File: src/rtl/cache_miss_ctrl_4way.sv
// Read-miss controller for a 4-way L1 cache: looks the request up in L1, on a miss
// fetches the word from L2 over a valid/ready handshake, fills L1, then answers the CPU.
// One request in flight. Hit/miss/timeout counters saturate at all-ones.
module cache_miss_ctrl_4way #(
  parameter int ADDR_WIDTH = 11,
  parameter int DATA_WIDTH = 32,
  parameter int L2_TIMEOUT = 64,
  parameter int CNT_WIDTH  = 16
) (
  input  logic                  clk,
  input  logic                  rst,
  input  logic                  cpu_req_valid,
  output logic                  cpu_req_ready,
  input  logic [ADDR_WIDTH-1:0] cpu_addr,
  output logic                  cpu_resp_valid,
  output logic [DATA_WIDTH-1:0] cpu_resp_data,
  output logic                  cpu_resp_hit,
  output logic                  cpu_resp_err,
  output logic                  l1_read,
  output logic                  l1_write_enable,
  output logic [ADDR_WIDTH-1:0] l1_addr,
  output logic [DATA_WIDTH-1:0] l1_write_data,
  input  logic [DATA_WIDTH-1:0] l1_read_data,
  input  logic                  l1_hit,
  output logic                  l2_req_valid,
  input  logic                  l2_req_ready,
  output logic [ADDR_WIDTH-1:0] l2_addr,
  input  logic                  l2_resp_valid,
  input  logic [DATA_WIDTH-1:0] l2_resp_data,
  output logic [CNT_WIDTH-1:0]  hit_count,
  output logic [CNT_WIDTH-1:0]  miss_count,
  output logic [CNT_WIDTH-1:0]  timeout_count
);

  localparam int TMR_W = $clog2(L2_TIMEOUT + 1);
  localparam logic [TMR_W-1:0] TMR_LAST = TMR_W'(L2_TIMEOUT - 1);

  typedef enum logic [2:0] {
    S_IDLE, S_LOOKUP, S_CHECK, S_L2_REQ, S_L2_WAIT, S_FILL, S_RESPOND
  } state_t;

  state_t                state, state_nxt;
  logic [ADDR_WIDTH-1:0] addr_q;
  logic [DATA_WIDTH-1:0] data_q;
  logic                  hit_q;
  logic                  err_q;
  logic [TMR_W-1:0]      timer;
  logic                  timer_done;

  assign timer_done = (timer == TMR_LAST);

  // Counters stick at all-ones instead of wrapping.
  function automatic logic [CNT_WIDTH-1:0] sat_inc(input logic [CNT_WIDTH-1:0] v);
    return (&v) ? v : v + 1'b1;
  endfunction

  // State register.
  always_ff @(posedge clk) begin
    if (rst) state <= S_IDLE;
    else     state <= state_nxt;
  end

  // Next-state decode; an L2 response in the last timer cycle still wins over the timeout.
  always_comb begin
    state_nxt = state;
    unique case (state)
      S_IDLE:    if (cpu_req_valid) state_nxt = S_LOOKUP;
      S_LOOKUP:  state_nxt = S_CHECK;
      S_CHECK:   state_nxt = l1_hit ? S_RESPOND : S_L2_REQ;
      S_L2_REQ:  if (l2_req_ready) state_nxt = S_L2_WAIT;
      S_L2_WAIT: begin
        if (l2_resp_valid)   state_nxt = S_FILL;
        else if (timer_done) state_nxt = S_RESPOND;
      end
      S_FILL:    state_nxt = S_RESPOND;
      S_RESPOND: state_nxt = S_IDLE;
      default:   state_nxt = S_IDLE;
    endcase
  end

  // Request address, response payload, L2 wait timer and statistics.
  always_ff @(posedge clk) begin
    if (rst) begin
      addr_q        <= '0;
      hit_q         <= 1'b0;
      err_q         <= 1'b0;
      timer         <= '0;
      hit_count     <= '0;
      miss_count    <= '0;
      timeout_count <= '0;
    end else begin
      unique case (state)
        S_IDLE: begin
          if (cpu_req_valid) begin
            addr_q <= cpu_addr;
            hit_q  <= 1'b0;
            err_q  <= 1'b0;
          end
        end
        S_CHECK: begin
          if (l1_hit) begin
            data_q    <= l1_read_data;
            hit_q     <= 1'b1;
            hit_count <= sat_inc(hit_count);
          end else begin
            miss_count <= sat_inc(miss_count);
          end
        end
        S_L2_REQ: timer <= '0;
        S_L2_WAIT: begin
          if (l2_resp_valid) begin
            data_q <= l2_resp_data;
          end else if (timer_done) begin
            data_q        <= '0;
            err_q         <= 1'b1;
            timeout_count <= sat_inc(timeout_count);
          end else begin
            timer <= timer + 1'b1;
          end
        end
        default: ;
      endcase
    end
  end

  // Moore outputs; data buses are held at zero outside the cycle that qualifies them.
  always_comb begin
    cpu_req_ready   = (state == S_IDLE);
    l1_read         = (state == S_LOOKUP);
    l1_write_enable = (state == S_FILL);
    l1_write_data   = (state == S_FILL) ? data_q : '0;
    l1_addr         = addr_q;
    l2_req_valid    = (state == S_L2_REQ);
    l2_addr         = addr_q;
    cpu_resp_valid  = (state == S_RESPOND);
    cpu_resp_data   = (state == S_RESPOND) ? data_q : '0;
    cpu_resp_hit    = (state == S_RESPOND) && hit_q;
    cpu_resp_err    = (state == S_RESPOND) && err_q;
  end

endmodule

File: config.mk
export PLATFORM = sky130hd
export DESIGN_NAME = cache_miss_ctrl_4way
export DESIGN_NICKNAME = d
export VERILOG_FILES = /design/src/rtl/cache_miss_ctrl_4way.sv
export SDC_FILE = /design/constraint.sdc
export NUM_CORES = 1
export LEC_CHECK = 0
export ABC_AREA = 1
export BUFFER_PORTS_ARGS = -buffer_cell sky130_fd_sc_hd__buf_4
export CAP_MARGIN = 20
export CORE_UTILIZATION = 50
export CTS_CLUSTER_SIZE = 14
export DETAILED_ROUTE_END_ITERATION = 16
export GPL_TIMING_DRIVEN = 0
export PLACE_DENSITY = 0.84
export SETUP_SLACK_MARGIN = 0.2
export SLEW_MARGIN = 40
export SYNTH_ARGS = -nofsm -noshare
export SYNTH_HDL_FRONTEND = slang
export SYNTH_SLANG_ARGS = --single-unit
File: constraint.sdc
create_clock -name clk -period 4.5 [get_ports clk]
set_input_delay 0.225 -clock clk [delete_from_list [all_inputs] [get_ports clk]]
set_output_delay 0.225 -clock clk [all_outputs]
set_load 0.01 [all_outputs]
==> run metrics, run 1 <==
ys flop type dfxtp_1; Pint around 1.8 mW; EDFF count, synth 32; final setup fails 0; worst skew pair latency 350 ps; library cells used by synthesis 33; drt via density roughly 5; Critical Path AT approximately 2400 ps; synthesized area about 5800 sq um; Ant. Diodes 0; combinational share of power a little over a quarter; Routed WL per cell 13.7 um; switching portion of total power 30.4%; CTS root buffer clkbuf_16; Pwr per Cell Area 333 nW/um^2; clk_skew just under 10 ps; Die Span X between 100 and 150 um; number of DRC markers in iteration 0 about 450; synth-to-layout area growth 37.4%; Crit Path Max Fanout 8; Rows 38; top cell type's share of synthesized area about 25%; drt pass-1 iters 5; Synth Register Bits 103; max_cap viols 0; DRC viols 0; overall global routing resource usage 28.3%; fmax 0.424 GHz; GR Overflow Total 0; Yosys warning count 0; sequential cell area fraction in the yosys report between 40% and 50%; post_cts resized 0; H-tree depth 3; Flop pwr share 42.5%; largest cells by area after synthesis dfxtp_1 25%, nand2_1 17%, edfxtp_1 17%, nor2_1 9.8%, inv_1 5.4%; fin crit period between 2000 and 2500 ps; number of antenna violations at the first check in global routing 0; core box area 11,100 sq um; Hold WS 148 ps; initial core utilization between 50 and 60%; Fin Setup TNS 0 ps; Mapped Nets about 950; Async S/R FF share, synth 0%; Crit Path Category reg -> reg; CTS buffer count 9; worst-case clock buffer depth 2; LEAKAGE 3.66 nW; Least-Margin Pin Slew between 600 and 700 ps; endpoint class of the critical path register; peak supply drop roughly 0.00024 V; final worst path period share around 52%; most common cell in the netlist nand2_1; Placer Congestion 0.911; final wirelength roughly 17 mm; nets between 1,000 and 1,500; clock sink total 103; largest area contributor in the netlist dfxtp_1; syn avg cell area 6.68 sq um; largest net degree at the start of global routing 17; status finished clean; # fillers 949; commonest cells in the netlist 260 x nand2_1, 152 x nor2_1, 83 x inv_1, 71 x dfxtp_1, 60 x nand3_1; Max Slew Vio Count 0; vias in the first global route 5,594; layout cells sized above 1 between 20% and 30%; CTS tree done; Switch Pwr ~0.8 mW; Detailed Place HPWL 12.9 mm; hold_buf cts 0; cell count after synthesis approximately 870; Hold Fails Final Rpt 0; Die Ht approximately 110 um; first-pass GRT wire length between 20 and 30 mm; Hold/Removal Path Class in -> reg; antenna viol nets, final 0; # IOs ~220; port bufs approximately 220; CP startpoint kind register; Clock Power Share a little under a third; RSZ-0062 raised after global routing false; clock-pin slew on the worst setup and hold paths around 70 ps; die area around 12,000 sq um; Post-CTS Setup Bufs 0; CP required 4540 ps; vias post-DR 6,355; Worst slew margin a little under three fifths
==> area by class of cell <==
| type | count | area (sq um) | share of cell area, % |
|---|---|---|---|
| plain buffers | 45 | 236 | 2.97 |
| clock buffers | 13 | 282 | 3.53 |
| clock inverters | 2 | 36.3 | 0.455 |
| repair buffers | 223 | 1670 | 21.0 |
| well taps | 140 | 175 | 2.20 |
| multi-input cells | 631 | 2850 | 35.8 |
| inverters | 89 | 334 | 4.19 |
| flip-flops and latches | 103 | 2380 | 29.9 |
==> stage by stage <==
stage / std cells / cell area [sq um] / worst slack [ps] / util, % / total power, mW
2_1_floorplan: 868 / 5800 / 894 / - / 1.54
3_3_place_gp: 1227 / 7620 / -370 / 68.7 / 1.81
3_5_place_dp: 1231 / 7650 / 2140 / 69.0 / 1.83
4_1_cts: 1246 / 7970 / 2140 / 71.9 / 2.66
5_1_grt: 1246 / 7970 / 1950 / 71.9 / 2.79
6_report: 1246 / 7970 / 2140 / 71.9 / 2.65
==> sequential cells by signal, summed over array words and instances (netlist names) <==
| name | count |
|---|---|
| hit_q | 1 |
| miss_count | 16 |
| state | 3 |
| timeout_count | 16 |
| hit_count | 16 |
| timer | 7 |
| err_q | 1 |
| data_q | 32 |
| l1_addr | 11 |
==> metal layers <==
metal	share of wire (%)	wire, um	GRT usage [%]	up-vias
li1	-	-	-	3195
met1	43	7420	36.5	2921
met2	50	8550	47.9	212
met3	4.6	780	5.51	27
met4	2.1	354	8.00	0
met5	0	0	0	-
==> critical path, stage by stage (launching register included) <==
cell     delay, ps
dfxtp_1        370
ha_1           220
nand3_1        150
nor2_1         160
nor2_1         120
nor3_2         510
buf_4          280
buf_2          230
==> layout by cell type, fill, tap and decap left out, drive strengths merged <==
cell type | netlist | final
nand3b | 7 | 7
xor2 | 7 | 7
inv | 87 | 88
nor2 | 160 | 160
buf | 26 | 249
xnor2 | 5 | 5
nand4 | 11 | 11
ha | 4 | 4
nand2 | 266 | 266
o21ai | 44 | 44
nor3b | 1 | 1
clkbuf | 19 | 32
a21oi | 55 | 55
nor3 | 7 | 7
o22ai | 1 | 1
or2 | 1 | 1
edfxtp | 32 | 32
a21boi | 1 | 1
bufinv | 0 | 1
o211ai | 1 | 1
clkinv | 2 | 2
nand3 | 60 | 60
dfxtp | 71 | 71
==> kinds of logic after synthesis <==
group	synth area share, %
compound gates	9.56
xor+xnor	1.81
fa+ha+maj	0.863
buf+inv	9.84
flops	41.1
simple gates	36.8
==> power groups by stage <==
stage                     clock network [mW]  registers (mW)  logic, mW
after floorplan                            0            1.15      0.387
after global placement                     0            1.15      0.659
after detailed placement                   0            1.15      0.683
after CTS                              0.842            1.13      0.688
after global routing                   0.881            1.14      0.772
final                                  0.832            1.13      0.691
==> final timing paths <==
path | from | to | slack [ps] | depth (start not counted)
min reg2reg | hit_q$_SDFFE_PP0P_ | hit_q$_SDFFE_PP0P_ | 460 | 2
min | l1_read_data[23] | data_q[23]$_DFFE_PP_ | 150 | 3
max reg2reg | timer[0]$_SDFFE_PP0P_ | data_q[8]$_DFFE_PP_ | 2140 | 7
max | timer[0]$_SDFFE_PP0P_ | data_q[8]$_DFFE_PP_ | 2140 | 7
Power figures use the tool's default switching activity.
==> run 2: changes to the inputs <==
--- a/config.mk
+++ b/config.mk
@@ -5,10 +5,10 @@
 export SDC_FILE = /design/constraint.sdc
 export NUM_CORES = 1
 export LEC_CHECK = 0
-export ABC_AREA = 1
+export ABC_AREA = 0
 export BUFFER_PORTS_ARGS = -buffer_cell sky130_fd_sc_hd__buf_4
 export CAP_MARGIN = 20
-export CORE_UTILIZATION = 50
+export CORE_UTILIZATION = 49
 export CTS_CLUSTER_SIZE = 14
 export DETAILED_ROUTE_END_ITERATION = 16
 export GPL_TIMING_DRIVEN = 0
==> constraint.sdc (replaced) <==
create_clock -name clk -period 2.5 [get_ports clk]
set_input_delay 0.125 -clock clk [delete_from_list [all_inputs] [get_ports clk]]
set_output_delay 0.125 -clock clk [all_outputs]
set_load 0.01 [all_outputs]
==> run metrics, run 2 <==
CP startpoint kind register; Setup WS post-layout roughly 150 ps; core box area 10,400 sq um; CTS tree done; layout cells sized above 1 approximately a third; Rows 37; most common cell in the netlist nand2_1; drt via density about 5.4; Routed WL per cell approximately 16 um; largest net degree at the start of global routing 17; fin crit period 2350 ps; final worst path period share a little over nine tenths; fmax approximately 0.43 GHz; clk_skew 14.2 ps; worst skew pair latency about 360 ps; Hold Fails Final Rpt 0; Placer Congestion ~0.93; CP required roughly 2700 ps; Synth Register Bits 103; ys flop type dfxtp_1; Crit Path Category reg -> reg; die area approximately 11,000 sq um; Async S/R FF share, synth 0%; vias post-DR 5,536; initial core utilization 51.1%; top cell type's share of synthesized area a little over a quarter; LEAKAGE 3.40 nW; drt pass-1 iters 6; Die Ht approximately 110 um; Die Span X between 100 and 150 um; Top reg by flops data_q; synthesized area between 5000 and 6000 sq um; commonest cells in the netlist 108 x nand2_1, 71 x dfxtp_1, 54 x nand3_1, 53 x nor2_1, 42 x clkbuf_1; status finished clean; library cells used by synthesis 49; Detailed Place HPWL ~12 mm; CTS root buffer clkbuf_8; Crit Path Max Fanout 9; R2R Setup Slk between 100 and 150 ps; DRC viols 0; Worst slew margin 50.3%; clock-pin slew on the worst setup and hold paths ~100 ps; final setup fails 0; overall global routing resource usage 27.3%; Critical Path AT around 2600 ps; # fillers a little under 800; Least-Margin Pin Slew approximately 740 ps; Place WS around 90 ps; peak supply drop approximately 0.00036 V; number of antenna violations at the first check in global routing 0; Hold WS ~13 ps; synth-to-layout area growth 41.9%; first-pass GRT wire length 24.4 mm; total power 4.25 mW; nets 961; worst-case clock buffer depth 2; H-tree depth 3; endpoint class of the critical path register; clock sink total ~100; Pwr per Cell Area approximately 560 nW/um^2; number of DRC markers in iteration 0 461; Core Util, Final 72.5%; max reg flops 32; Post-CTS Setup Bufs 0; syn avg cell area around 8.4 sq um; port bufs 220; Max Slew Vio Count 0; Hold/Removal Path Class in -> reg; antenna viol nets, final 0; commonest non-fill, non-tap cell in the layout buf_4; Mapped Nets 719; cell count after synthesis 634; CTS buffer count 9; largest cells by area after synthesis dfxtp_1 27%, edfxtp_1 18%, nand2_1 7.6%, nand3_1 5.1%, and3_1 4.8%; sequential cell area fraction in the yosys report 44.7%; RSZ-0062 raised after global routing true; final wirelength roughly 16 mm; EDFF count, synth 32; vias in the first global route slightly above 5,000; commonest cells after routing, fill and taps aside 234 x buf_4, 108 x nand2_1, 69 x dfxtp_1; largest area contributor in the netlist dfxtp_1; GR Overflow Total 0; Ant. Diodes 0; Yosys warning count 0; max_cap viols 0; # IOs about 220
-- run 2: cell count changes in the layout (fill, tap and decap cells not counted), sizes merged, moves of 8 or more --
cell,before,now
a21oi,55,27
and2,0,38
and3,0,41
buf,249,238
clkbuf,32,54
inv,88,6
nand2,266,108
nor2,160,53
nor4,0,8
o21ai,44,11
xnor2,5,24
-- run 2: where the power goes --
group	internal, mW	total [mW]	leakage (nW)	switching (mW)
registers	1.90	1.98	0.865	0.0803
logic	0.547	1.26	2.43	0.713
clock network	0.452	1.01	0.0995	0.562
total	2.90	4.25	3.40	1.36
-- run 2: area by class of cell --
cell class	instances	area (sq um)	share of cell area (%)
flip-flops and latches	103	2380	31.6
well taps	136	170	2.25
clock inverters	4	26.3	0.348
clock buffers	12	166	2.20
repair buffers	231	1760	23.2
plain buffers	56	288	3.81
inverters	5	18.8	0.248
multi-input cells	470	2750	36.3
-- run 2: repair_timing --
| action | in CTS | in global routing |
|---|---|---|
| endpoints found under the hold margin | 7 | 0 |
| endpoints found under the setup margin | 5 | 38 |
| hold buffers | 7 | 0 |
| gates resized for setup | 2 | 13 |
| pin swaps | 1 | 0 |
-- run 2: cell families (layout without fill, tap and decap cells) --
family | Yosys count | count (layout) | share of synthesized area [%]
DFF | 103 | 103 | 44.7
xor gates and xnor gates | 37 | 37 | 6.09
adders and majority gates | 4 | 4 | 0.940
and+or+nand+nor | 368 | 368 | 35.7
AOI/OAI and AO/OA | 56 | 56 | 6.25
buffers and inverters | 61 | 308 | 5.26
muxes | 5 | 5 | 1.06
-- run 2: per-stage QoR --
stage	setup TNS (ps)	cell area, sq um	instances
floorplan	0	5390	634
global placement	-12230	7210	990
detailed placement	0	7250	994
CTS	0	7520	1017
global route	0	7550	1017
finish	0	7550	1017
-- run 2: final timing paths --
path | from | to | depth (start not counted)
max | timeout_count[0]$_SDFFE_PP0P_ | timeout_count[14]$_SDFFE_PP0P_ | 8
min | l1_read_data[23] | data_q[23]$_DFFE_PP_ | 3
max reg2reg | timeout_count[0]$_SDFFE_PP0P_ | timeout_count[14]$_SDFFE_PP0P_ | 8
min reg2reg | hit_q$_SDFFE_PP0P_ | hit_q$_SDFFE_PP0P_ | 2
-- run 2: worst max-delay path, cell delays in order, from the launching register on --
cell      delay (ps)
dfxtp_1          420
ha_1             170
clkbuf_2         210
inv_1             70
or4b_1           540
clkbuf_1         200
nor4_1           400
xnor2_1          170
nor2_1            50
-- run 2: per-layer routing --
layer | global-route usage [%] | part of all wire (%) | up-vias | wire [um]
met3 | 5.21 | 6.8 | 16 | 1090
met5 | 0 | 0 | - | 0
li1 | - | - | 2675 | -
met1 | 33.9 | 41 | 2608 | 6580
met4 | 6.55 | 1.1 | 0 | 177
met2 | 48.4 | 51 | 237 | 8100
==> run 3: changes to the inputs <==
==> constraint.sdc (replaced) <==
create_clock -name clk -period 2.5 [get_ports clk]
set_input_delay 0.5 -clock clk [delete_from_list [all_inputs] [get_ports clk]]
set_output_delay 0.5 -clock clk [all_outputs]
set_load 0.01 [all_outputs]
==> run metrics, run 3 (same netlist as run 2, synthesis figures left out) <==
total power 4.48 mW; CP Cell Sequence ha_1 -> clkbuf_4 -> inv_1 -> or4b_1 -> clkbuf_1 -> nor4_1 -> xnor2_1 -> nor2_1; Least-Margin Pin Slew roughly 650 ps; final setup fails 0; Core Util, Final 73.8%; CP startpoint kind register; core box area around 10,000 sq um; Die Span X around 110 um; DP Cell Count about 990; fin crit period 2290 ps; CTS buffer count 9; Max Slew Vio Count 0; overall global routing resource usage between 20% and 30%; Critical Path AT 2520 ps; clock-pin slew on the worst setup and hold paths roughly 100 ps; commonest non-fill, non-tap cell in the layout buf_4; vias in the first global route 4,953; Max Used Layer met4; antenna viol nets, final 0; Crit Path Category reg -> reg; commonest cells after routing, fill and taps aside 242 x buf_4, 108 x nand2_1, 67 x dfxtp_1; endpoint class of the critical path register; Crit Path Max Fanout 9; Placer Congestion between 0.9 and 1; max_cap viols 0; layout cells sized above 1 approximately 34%; LEAKAGE 3.48 nW; Routed WL per cell between 15 and 20 um; RSZ-0062 raised after global routing true; final wirelength 15.9 mm; vias post-DR approximately 5,500; clock sink total 103; drt via density about 5.4; number of antenna violations at the first check in global routing 0; largest net degree at the start of global routing 17; max reg flops 32; met3 wire length 1.12 mm; H-tree depth 3; initial core utilization a little over 50%; CP required between 2000 and 3000 ps; CTS tree done; DRC viols 0; worst-case clock buffer depth 2; drt pass-1 iters 4; Hold Fails Final Rpt 0; Detailed Place HPWL between 10 and 15 mm; peak supply drop about 0.00035 V; Rows 37; slowest cell on the critical path or4b_1; non-filler instance count after layout between 1,000 and 1,500; clk_skew roughly 11 ps; final worst path period share ~92%; Die Ht around 110 um; Pwr per Cell Area between 500 and 600 nW/um^2; met2 WL post-DR 8.08 mm; Metal-1 WL about 6.3 mm; CP max stage delay ~510 ps; first-pass GRT wire length about 24 mm; synth-to-layout area growth 44.4%; Worst slew margin between 50 and 60%; # IOs around 220; nets between 900 and 1,000; worst skew pair latency 370 ps; # fillers around 800; status finished clean; CTS root buffer clkbuf_8; GR Overflow Total 0; Ant. Diodes 0; Top reg by flops data_q; port bufs 220; number of DRC markers in iteration 0 331; hold_buf cts 0; fmax between 0.4 and 0.5 GHz; die area between 10,000 and 15,000 sq um; Fin Setup TNS 0 ps; Hold/Removal Path Class in -> reg
-- run 3: cell types whose count changed in the layout (fill, tap and decap cells not counted), sizes merged --
cell	change
buf	+8
bufinv	+1
clkbuf	-2
clkinv	-3
dlygate4sd3	-7
inv	+1
-- run 3: path summary, 6_finish.rpt --
path,start,endpoint,slack [ps],cells past startpoint
max,timeout_count[1]$_SDFFE_PP0P_,timeout_count[10]$_SDFFE_PP0P_,210,8
max reg2reg,timeout_count[1]$_SDFFE_PP0P_,timeout_count[10]$_SDFFE_PP0P_,210,8
min reg2reg,hit_q$_SDFFE_PP0P_,hit_q$_SDFFE_PP0P_,460,2
min,cpu_addr[10],l1_addr[10]$_SDFFE_PP0P_,380,3
-- run 3: power by group --
group / switching (mW) / internal [mW]
logic: 0.725 / 0.584
clock network: 0.579 / 0.615
registers: 0.0811 / 1.90
-- run 3: layout make-up --
class / count / area [sq um] / share of cell area, %
plain buffers: 56 / 378 / 4.91
clock buffers: 13 / 191 / 2.49
clock inverters: 3 / 42.5 / 0.553
inverters: 5 / 18.8 / 0.244
multi-input cells: 470 / 2780 / 36.2
flip-flops and latches: 103 / 2390 / 31.0
well taps: 136 / 170 / 2.21
repair buffers: 229 / 1720 / 22.4
-- run 3: through the flow --
| step | worst slack (ps) | instance area (sq um) | hold WS [ps] |
|---|---|---|---|
| floorplan | 140 | 5430 | 432 |
| global placement | -350 | 7250 | 441 |
| detailed placement | 6.06 | 7280 | 449 |
| CTS | 162 | 7570 | 369 |
| global route | 46.9 | 7690 | 375 |
| finish | 212 | 7690 | 378 |
-- run 3: metal layers --
metal,vias up,GRT usage (%)
met1,2579,33.2
met3,29,3.80
met2,242,46.3
met5,-,0
li1,2671,-
met4,0,10.9
-- run 3: repair_timing --
item	4_1_cts	5_1_grt
gates resized for setup	17	35
setup buffers	1	5
pin swaps	2	4
endpoints found under the setup margin	80	77
-- run 3: worst max-delay path, delay by kind of cell, from the launching register on --
| family | cells | cell delay, ps |
|---|---|---|
| AND/OR/NAND/NOR | 3 | 950 |
| flip-flops | 1 | 420 |
| adder cells (fa/ha/maj) | 1 | 170 |
| buffers and inverters | 3 | 460 |
| XOR/XNOR | 1 | 160 |
